$ cat src/rtl/tone_transmitter.sv
// tone_transmitter: emits a fixed-length square-wave burst whose frequency
// encodes a 3-bit direction command, then holds the line silent for a guard gap.
// Ports:
//   clk        - system clock, rising edge
//   rst        - asynchronous active-high reset
//   cmd[2:0]   - command code (STOP=100, STRAIGHT=000, LEFT=001, RIGHT=010, BACK=011)
//   send       - one-cycle request strobe, honoured only in IDLE
//   abort      - cancels a burst or gap in progress
//   tone       - square-wave output
//   busy       - high while a burst or its guard gap is in progress
//   done       - one-cycle pulse on normal completion
//   err        - one-cycle pulse when send carries an invalid code
//   active_cmd - code of the current or last accepted burst
module tone_transmitter #(
    parameter int unsigned HALF_STOP     = 12_500,
    parameter int unsigned HALF_STRAIGHT = 10_000,
    parameter int unsigned HALF_LEFT     = 8_333,
    parameter int unsigned HALF_RIGHT    = 7_143,
    parameter int unsigned HALF_BACK     = 6_250,
    parameter int unsigned BURST_CYCLES  = 25_000_000,
    parameter int unsigned GAP_CYCLES    = 5_000_000
) (
    input  logic       clk,
    input  logic       rst,
    input  logic [2:0] cmd,
    input  logic       send,
    input  logic       abort,
    output logic       tone,
    output logic       busy,
    output logic       done,
    output logic       err,
    output logic [2:0] active_cmd
);

    typedef enum logic [1:0] {IDLE, TONE, GAP} state_t;

    localparam logic [31:0] BURST_LAST = 32'(BURST_CYCLES - 1);
    localparam logic [31:0] GAP_LAST   = 32'(GAP_CYCLES - 1);

    state_t      state_q, state_d;
    logic [31:0] half_cnt_q, half_cnt_d;
    logic [31:0] burst_cnt_q, burst_cnt_d;
    logic [31:0] half_q, half_d;
    logic        tone_q, tone_d;
    logic        done_q, done_d;
    logic        err_q, err_d;
    logic [2:0]  cmd_q, cmd_d;

    logic        cmd_ok;
    logic [31:0] half_sel;

    always_comb begin
        cmd_ok   = 1'b1;
        half_sel = 32'(HALF_STOP);
        case (cmd)
            3'b100:  half_sel = 32'(HALF_STOP);
            3'b000:  half_sel = 32'(HALF_STRAIGHT);
            3'b001:  half_sel = 32'(HALF_LEFT);
            3'b010:  half_sel = 32'(HALF_RIGHT);
            3'b011:  half_sel = 32'(HALF_BACK);
            default: cmd_ok   = 1'b0;
        endcase
    end

    always_comb begin
        state_d     = state_q;
        half_cnt_d  = half_cnt_q;
        burst_cnt_d = burst_cnt_q;
        half_d      = half_q;
        tone_d      = tone_q;
        cmd_d       = cmd_q;
        done_d      = 1'b0;
        err_d       = 1'b0;
        case (state_q)
            IDLE: begin
                tone_d      = 1'b0;
                half_cnt_d  = '0;
                burst_cnt_d = '0;
                if (send) begin
                    if (cmd_ok) begin
                        cmd_d   = cmd;
                        half_d  = half_sel;
                        state_d = TONE;
                    end else begin
                        err_d = 1'b1;
                    end
                end
            end
            TONE: begin
                if (abort) begin
                    state_d     = IDLE;
                    tone_d      = 1'b0;
                    half_cnt_d  = '0;
                    burst_cnt_d = '0;
                end else begin
                    if (half_cnt_q == half_q - 32'd1) begin
                        tone_d     = ~tone_q;
                        half_cnt_d = '0;
                    end else begin
                        half_cnt_d = half_cnt_q + 32'd1;
                    end
                    // Burst end wins over a coincident toggle: the gap starts low.
                    if (burst_cnt_q == BURST_LAST) begin
                        state_d     = GAP;
                        tone_d      = 1'b0;
                        half_cnt_d  = '0;
                        burst_cnt_d = '0;
                    end else begin
                        burst_cnt_d = burst_cnt_q + 32'd1;
                    end
                end
            end
            GAP: begin
                tone_d = 1'b0;
                if (abort) begin
                    state_d     = IDLE;
                    half_cnt_d  = '0;
                    burst_cnt_d = '0;
                end else if (burst_cnt_q == GAP_LAST) begin
                    state_d     = IDLE;
                    done_d      = 1'b1;
                    burst_cnt_d = '0;
                end else begin
                    burst_cnt_d = burst_cnt_q + 32'd1;
                end
            end
            default: begin
                state_d     = IDLE;
                tone_d      = 1'b0;
                half_cnt_d  = '0;
                burst_cnt_d = '0;
            end
        endcase
    end

    always_ff @(posedge clk or posedge rst) begin
        if (rst) begin
            state_q     <= IDLE;
            half_cnt_q  <= '0;
            burst_cnt_q <= '0;
            half_q      <= 32'(HALF_STOP);
            tone_q      <= 1'b0;
            done_q      <= 1'b0;
            err_q       <= 1'b0;
            cmd_q       <= 3'b100;
        end else begin
            state_q     <= state_d;
            half_cnt_q  <= half_cnt_d;
            burst_cnt_q <= burst_cnt_d;
            half_q      <= half_d;
            tone_q      <= tone_d;
            done_q      <= done_d;
            err_q       <= err_d;
            cmd_q       <= cmd_d;
        end
    end

    assign tone       = tone_q;
    assign busy       = (state_q != IDLE);
    assign done       = done_q;
    assign err        = err_q;
    assign active_cmd = cmd_q;

endmodule

$ cat config.mk
export PLATFORM = sky130hd
export DESIGN_NAME = tone_transmitter
export DESIGN_NICKNAME = d
export VERILOG_FILES = /design/src/rtl/tone_transmitter.sv
export SDC_FILE = /design/constraint.sdc
export NUM_CORES = 1
export LEC_CHECK = 0
export ABC_AREA = 0
export BUFFER_PORTS_ARGS = -buffer_cell sky130_fd_sc_hd__buf_2
export CORE_MARGIN = 2
export CORE_UTILIZATION = 35
export DETAILED_ROUTE_END_ITERATION = 8
export GPL_ROUTABILITY_DRIVEN = 0
export PLACE_DENSITY = 0.47
export SETUP_SLACK_MARGIN = 0.1
export SLEW_MARGIN = 20
export SYNTH_ARGS = -nofsm -noshare
export SYNTH_HDL_FRONTEND = slang
export SYNTH_SLANG_ARGS = --single-unit
$ cat constraint.sdc
create_clock -name clk -period 3.4 [get_ports clk]
set_clock_uncertainty 0.05 [all_clocks]
set_input_delay 1.02 -clock clk [delete_from_list [all_inputs] [get_ports clk]]
set_output_delay 1.02 -clock clk [all_outputs]
set_load 0.01 [all_outputs]
# Word-level counts from Yosys, hierarchy flattened
# Cells that the tools add are included.
# totals
reg_bits,104
input_bits,7
# classes
n_addsub,3
n_eq_ne,15
n_mux,29
bitwise_logic,1
n_reduce_logical,6
# op_table
operator,n
2-to-1 mux 32 bit,8
case mux 32 bit (2 select lines),2
adder 32 x 1 -> 32 bit (second input constant),2
case mux 14 bit (4 select lines),1
== test 32 x 23 -> 1 bit (second input constant),1
== test 32 x 25 -> 1 bit (second input constant),1
== test 32 bit,1
subtractor 32 x 1 -> 32 bit (second input constant),1
2-to-1 mux 2 bit,6
2-to-1 mux 1 bit,11
== test 3 x 2 -> 1 bit (second input constant),2
!= test 2 bit (second input constant),3
!= test 3 bit (second input constant),2
case mux 2 bit (3 select lines),1
OR reduction 5 bit,1
!= test 4 bit (second input constant),1
AND reduction 4 bit,1
== test 3 x 1 -> 1 bit (second input constant),1
== test 3 bit (second input constant),1
logical NOT 3 bit,1
AND reduction 3 bit,1
== test 2 x 1 -> 1 bit (second input constant),1
== test 2 bit (second input constant),1
logical NOT 2 bit,1
2 further kinds,2

# Longest topological paths before layout
# logic_depth
ltp_word,6
mapped_depth,12

# Worst setup path before layout
# OpenSTA, ideal clock, no wires.
# synth_path
kind,register -> register
start,reg half_q[3]
end,reg half_cnt_q[10]
arrival_time_ns,2.934
required_time_ns,3.224
slack_ns,0.290
path_stages_with_launch,12
path_buffers,1
synth_period_minus_slack_ns,3.110
path_cell_list,dfrtp_1 > clkbuf_1 > nor3_2 > and3_1 > ha_1 > xnor2_1 > nor4_1 > o2111ai_1 > nor3_1 > nor4b_4 > nor2_2 > a221o_1
# synth_via
elab_chain_cells,6
# synth_rtl
item,line_no,rtl
from (decl),43,"logic [31:0] half_q, half_d;"
from (signal assigned),141,half_q <= 32'(HALF_STOP);
from (signal assigned),150,half_q <= half_d;
subtractor 32 x 1 -> 32 bit,96,if (half_cnt_q == half_q - 32'd1) begin
== test 32 bit,96,
2-to-1 mux 32 bit,96,
2-to-1 mux 32 bit,103,if (burst_cnt_q == BURST_LAST) begin
2-to-1 mux 32 bit,90,if (abort) begin
case mux 32 bit (2 select lines),74,case (state_q)
to (signal assigned),148,half_cnt_q <= half_cnt_d;
to (decl),41,"logic [31:0] half_cnt_q, half_cnt_d;"
# Every way passes these cells.
# A chain may end at the register's enable or synchronous reset.

# Final worst setup path
# layout_path
start,reg half_q[7]
end,reg half_cnt_q[7]
# Same word-level chain as after synthesis.

==> impl_metrics.csv <==
group,metric,value,unit
yosys,yosysSeqAreaShare,0.430,
drt,drc,0,
min_path,holdCritPathClass,"flip-flop to flip-flop",
yosys,ys.flop_type,"dfrtp_1",
die,std_cell_rows,42,
cells_and_area,fin_nets,562,
clocking,htree_levels,3,
grt,grt_pass1_vias,3841,
clocking,clockRootBuffer,"clkbuf_16",
drt,met1_length,5670,um
grt,grt_max_degree,46,
yosys,ys_ff_latch,81,
critical_path,worstPathArrival,3.30,ns
power_and_ir_drop,ir_drop,0.000260,V
sta,clock.fmax,320,MHz
clocking,numCtsBuffers,9,
status,status,"complete, no violations",
yosys,synth_cell_types,53,
sta,min_period_over_period,0.918,
drt,drt_iter0_drc,224,
cells_and_area,drive_gt1_frac,0.114,
clocking,clockBufferDepth,2,
sta,slew_headroom,0.537,
yosys,ys_warn_count,0,
die,ios,14,
clocking,clkLatencyLatePin,0.34,ns
sta,finalSetupViolCount,0,
clocking,cts_hold_buffers,0,
grt,grt_first_pass_wirelength,19900,um
drt,vias,3967,
power_and_ir_drop,p_sw,1.03,mW
grt,grt_usage,0.175,
sta,fin_setup_tns,0,ns
drt,antenna_left,0,
placement,io_buffers,13,
critical_path,path_class,"flip-flop to flip-flop",
die,die-area,14500,um^2
power_and_ir_drop,switching_share,0.327,
min_path,worstHoldStart,"active_cmd[1]",
drt,wl_met2,5490,um
sta,slew_violations,0,
yosys,synth_edf_count,0,
yosys,synthCells,538,
power_and_ir_drop,pwr-share-clk,0.362,
yosys,synth_fp_nets,552,
yosys,netlist_area,4730,um^2
power_and_ir_drop,p_leak,2.45,nW
drt,wire_per_inst,16.2,um
critical_path,cp.required,3.57,ns
critical_path,start_kind,"flip-flop",
cells_and_area,diodes,0,
clocking,clkSinkCount,81,
die,start_util,0.357,
power_and_ir_drop,powerDensity,584,nW/um^2
drt,first_pass_iters,5,
drt,drt_wl_total,11800,um
sta,worst_pin_slew,0.694,ns
cells_and_area,utilization,0.407,
power_and_ir_drop,power.total,3.15,mW
critical_path,cp_max_fo,31,
sta,rsz0062_at_grt,"no",
drt,via_per_inst,5.44,
grt,grt-ovfl-total,0,
critical_path,crit_start,"half_q[7]",
clocking,cts_tree,"done",
placement,hpwl,8060,um
min_path,whs_endpoint,"active_cmd[1]",
power_and_ir_drop,share_comb_of_total_power,0.259,
sta,hold_viol_final,0,
die,fp.coreArea,13200,um^2
critical_path,reg2reg_to,"half_cnt_q[7]",
yosys,syn_avg_cell_area,8.80,um^2
min_path,hold_path_depth,2,
sta,fin_crit,3.12,ns
drt,routed.top_layer,"met4",
critical_path,rrSetupSlack,0.28,ns
grt,antenna_found_initial,0,
drt,wl_met3,414,um
job,maxCapViolCount,0,
critical_path,end_kind,"flip-flop",
die,die_w,120,um
critical_path,r2r_start,"half_q[7]",
clocking,clk_pin_slew,0.06,ns
power_and_ir_drop,seqPwrFrac,0.379,
yosys,synthArstFlopShare,1.00,
critical_path,rr_worst_depth,11,
cells_and_area,area_growth,13.9,%
die,die_h,120,um
power_and_ir_drop,p_int,2.12,mW
[critical path: stages (launching register included)]
cell,delay [ns]
dfstp_2,0.65
nor3_4,0.09
and3_1,0.19
ha_1,0.28
xnor2_1,0.14
nor4_2,0.28
o2111ai_1,0.14
nor3_1,0.17
nor4b_4,0.29
buf_12,0.23
nor2_2,0.13
a221o_1,0.35
[through the flow]
step / hold slack, ns / worst slack [ns] / instances / area, um^2
final: 0.432 / 0.278 / 729 / 5390
after global placement: 0.403 / 0.242 / 711 / 5020
after floorplan: 0.405 / 0.258 / 538 / 4730
after global routing: 0.459 / 0.0983 / 729 / 5390
after CTS: 0.438 / 0.144 / 727 / 5360
after detailed placement: 0.416 / 0.160 / 711 / 5020
[cells by family after synthesis]
logic type,Yosys count,synth area share
AO/OA/AOI/OAI,74,0.119
multiplexers,2,0.00449
XOR/XNOR,47,0.0870
adder cells (fa/ha/maj),7,0.0185
buffers and inverters,44,0.0402
flip-flops,81,0.430
AND/OR/NAND/NOR,283,0.301
[registers in the layout, indices dropped and copies added, names as in the netlist]
name         flops
err              1
half_q           9
tone             1
active_cmd       3
half_cnt_q      32
burst_cnt_q     32
state_q          2
done             1
[cells in the mapped netlist, drive strengths merged, types with 3 or more instances]
library cell / count / area [um^2]
a211o: 15 / 131
a21o: 5 / 37.5
a21oi: 4 / 20.0
a221o: 4 / 40.0
a22o: 5 / 43.8
a31oi: 4 / 25.0
and3: 19 / 119
and4: 3 / 26.3
buf: 5 / 43.8
clkbuf: 26 / 97.6
dfrtp: 76 / 1900
dfstp: 5 / 131
ha: 7 / 87.6
inv: 13 / 48.8
nand2: 48 / 180
nand3: 50 / 250
nand4: 16 / 100
nor2: 77 / 292
nor2b: 5 / 31.3
nor3: 28 / 150
nor3b: 3 / 22.5
nor4: 12 / 75.1
nor4b: 6 / 67.6
o21ai: 9 / 45.0
o31ai: 11 / 82.6
or2: 4 / 25.0
or4: 4 / 30.0
xnor2: 21 / 184
xor2: 26 / 228
[power by group through the flow]
stage          logic (mW)  clock network, mW  registers, mW
6_report            0.816               1.14           1.19
5_1_grt             0.903               1.22           1.21
4_1_cts             0.794               1.17           1.19
3_5_place_dp        0.790                  0           1.20
3_3_place_gp        0.789                  0           1.20
2_1_floorplan       0.585                  0           1.16
[per-layer routing]
layer,track usage,vias up
li1,-,1957
met1,0.239,1926
met2,0.275,69
met3,0.0448,15
met4,0.0509,0
met5,0,-
[final cells by class]
type,count,area (um^2)
fillers,1355,7850
multi-input cells,413,2520
flip-flops and latches,81,2030
clock buffers,11,243
well taps,176,220
repair buffers,30,218
clock inverters,5,103
inverters,13,50.0
[cell usage in the layout, fill, tap and decap left out, types with 3 or more instances in the layout]
master / count
nand4_1: 16
nor2b_1: 4
clkbuf_16: 9
or2_2: 3
a22o_1: 5
xnor2_1: 21
nand3_1: 50
nor4b_1: 5
dfrtp_1: 76
nand2_1: 48
and4_1: 3
a221o_1: 4
a211o_1: 15
nor3b_1: 3
o31ai_1: 11
bufinv_16: 3
and3_1: 19
o21ai_0: 8
buf_2: 13
xor2_1: 26
a21o_1: 5
nor3_1: 26
a31oi_1: 4
a21oi_1: 4
buf_4: 15
inv_1: 12
nor4_1: 11
ha_1: 7
nor2_1: 76
dfstp_2: 5
or4_1: 4
[timing repair]
item,4_1_cts,5_1_grt
setup buffers,0,2
setup endpoints to repair,0,32
resized for setup,0,2
[worst max-delay path by stage]
stage                     cells past startpoint            end
after floorplan                               1  active_cmd[0]
after global placement                       11  half_cnt_q[7]
after detailed placement                     11  half_cnt_q[7]
after CTS                                    11  half_cnt_q[7]
after global routing                         12  half_cnt_q[7]
final                                        11  half_cnt_q[7]
(Power assumes the default switching activity.)
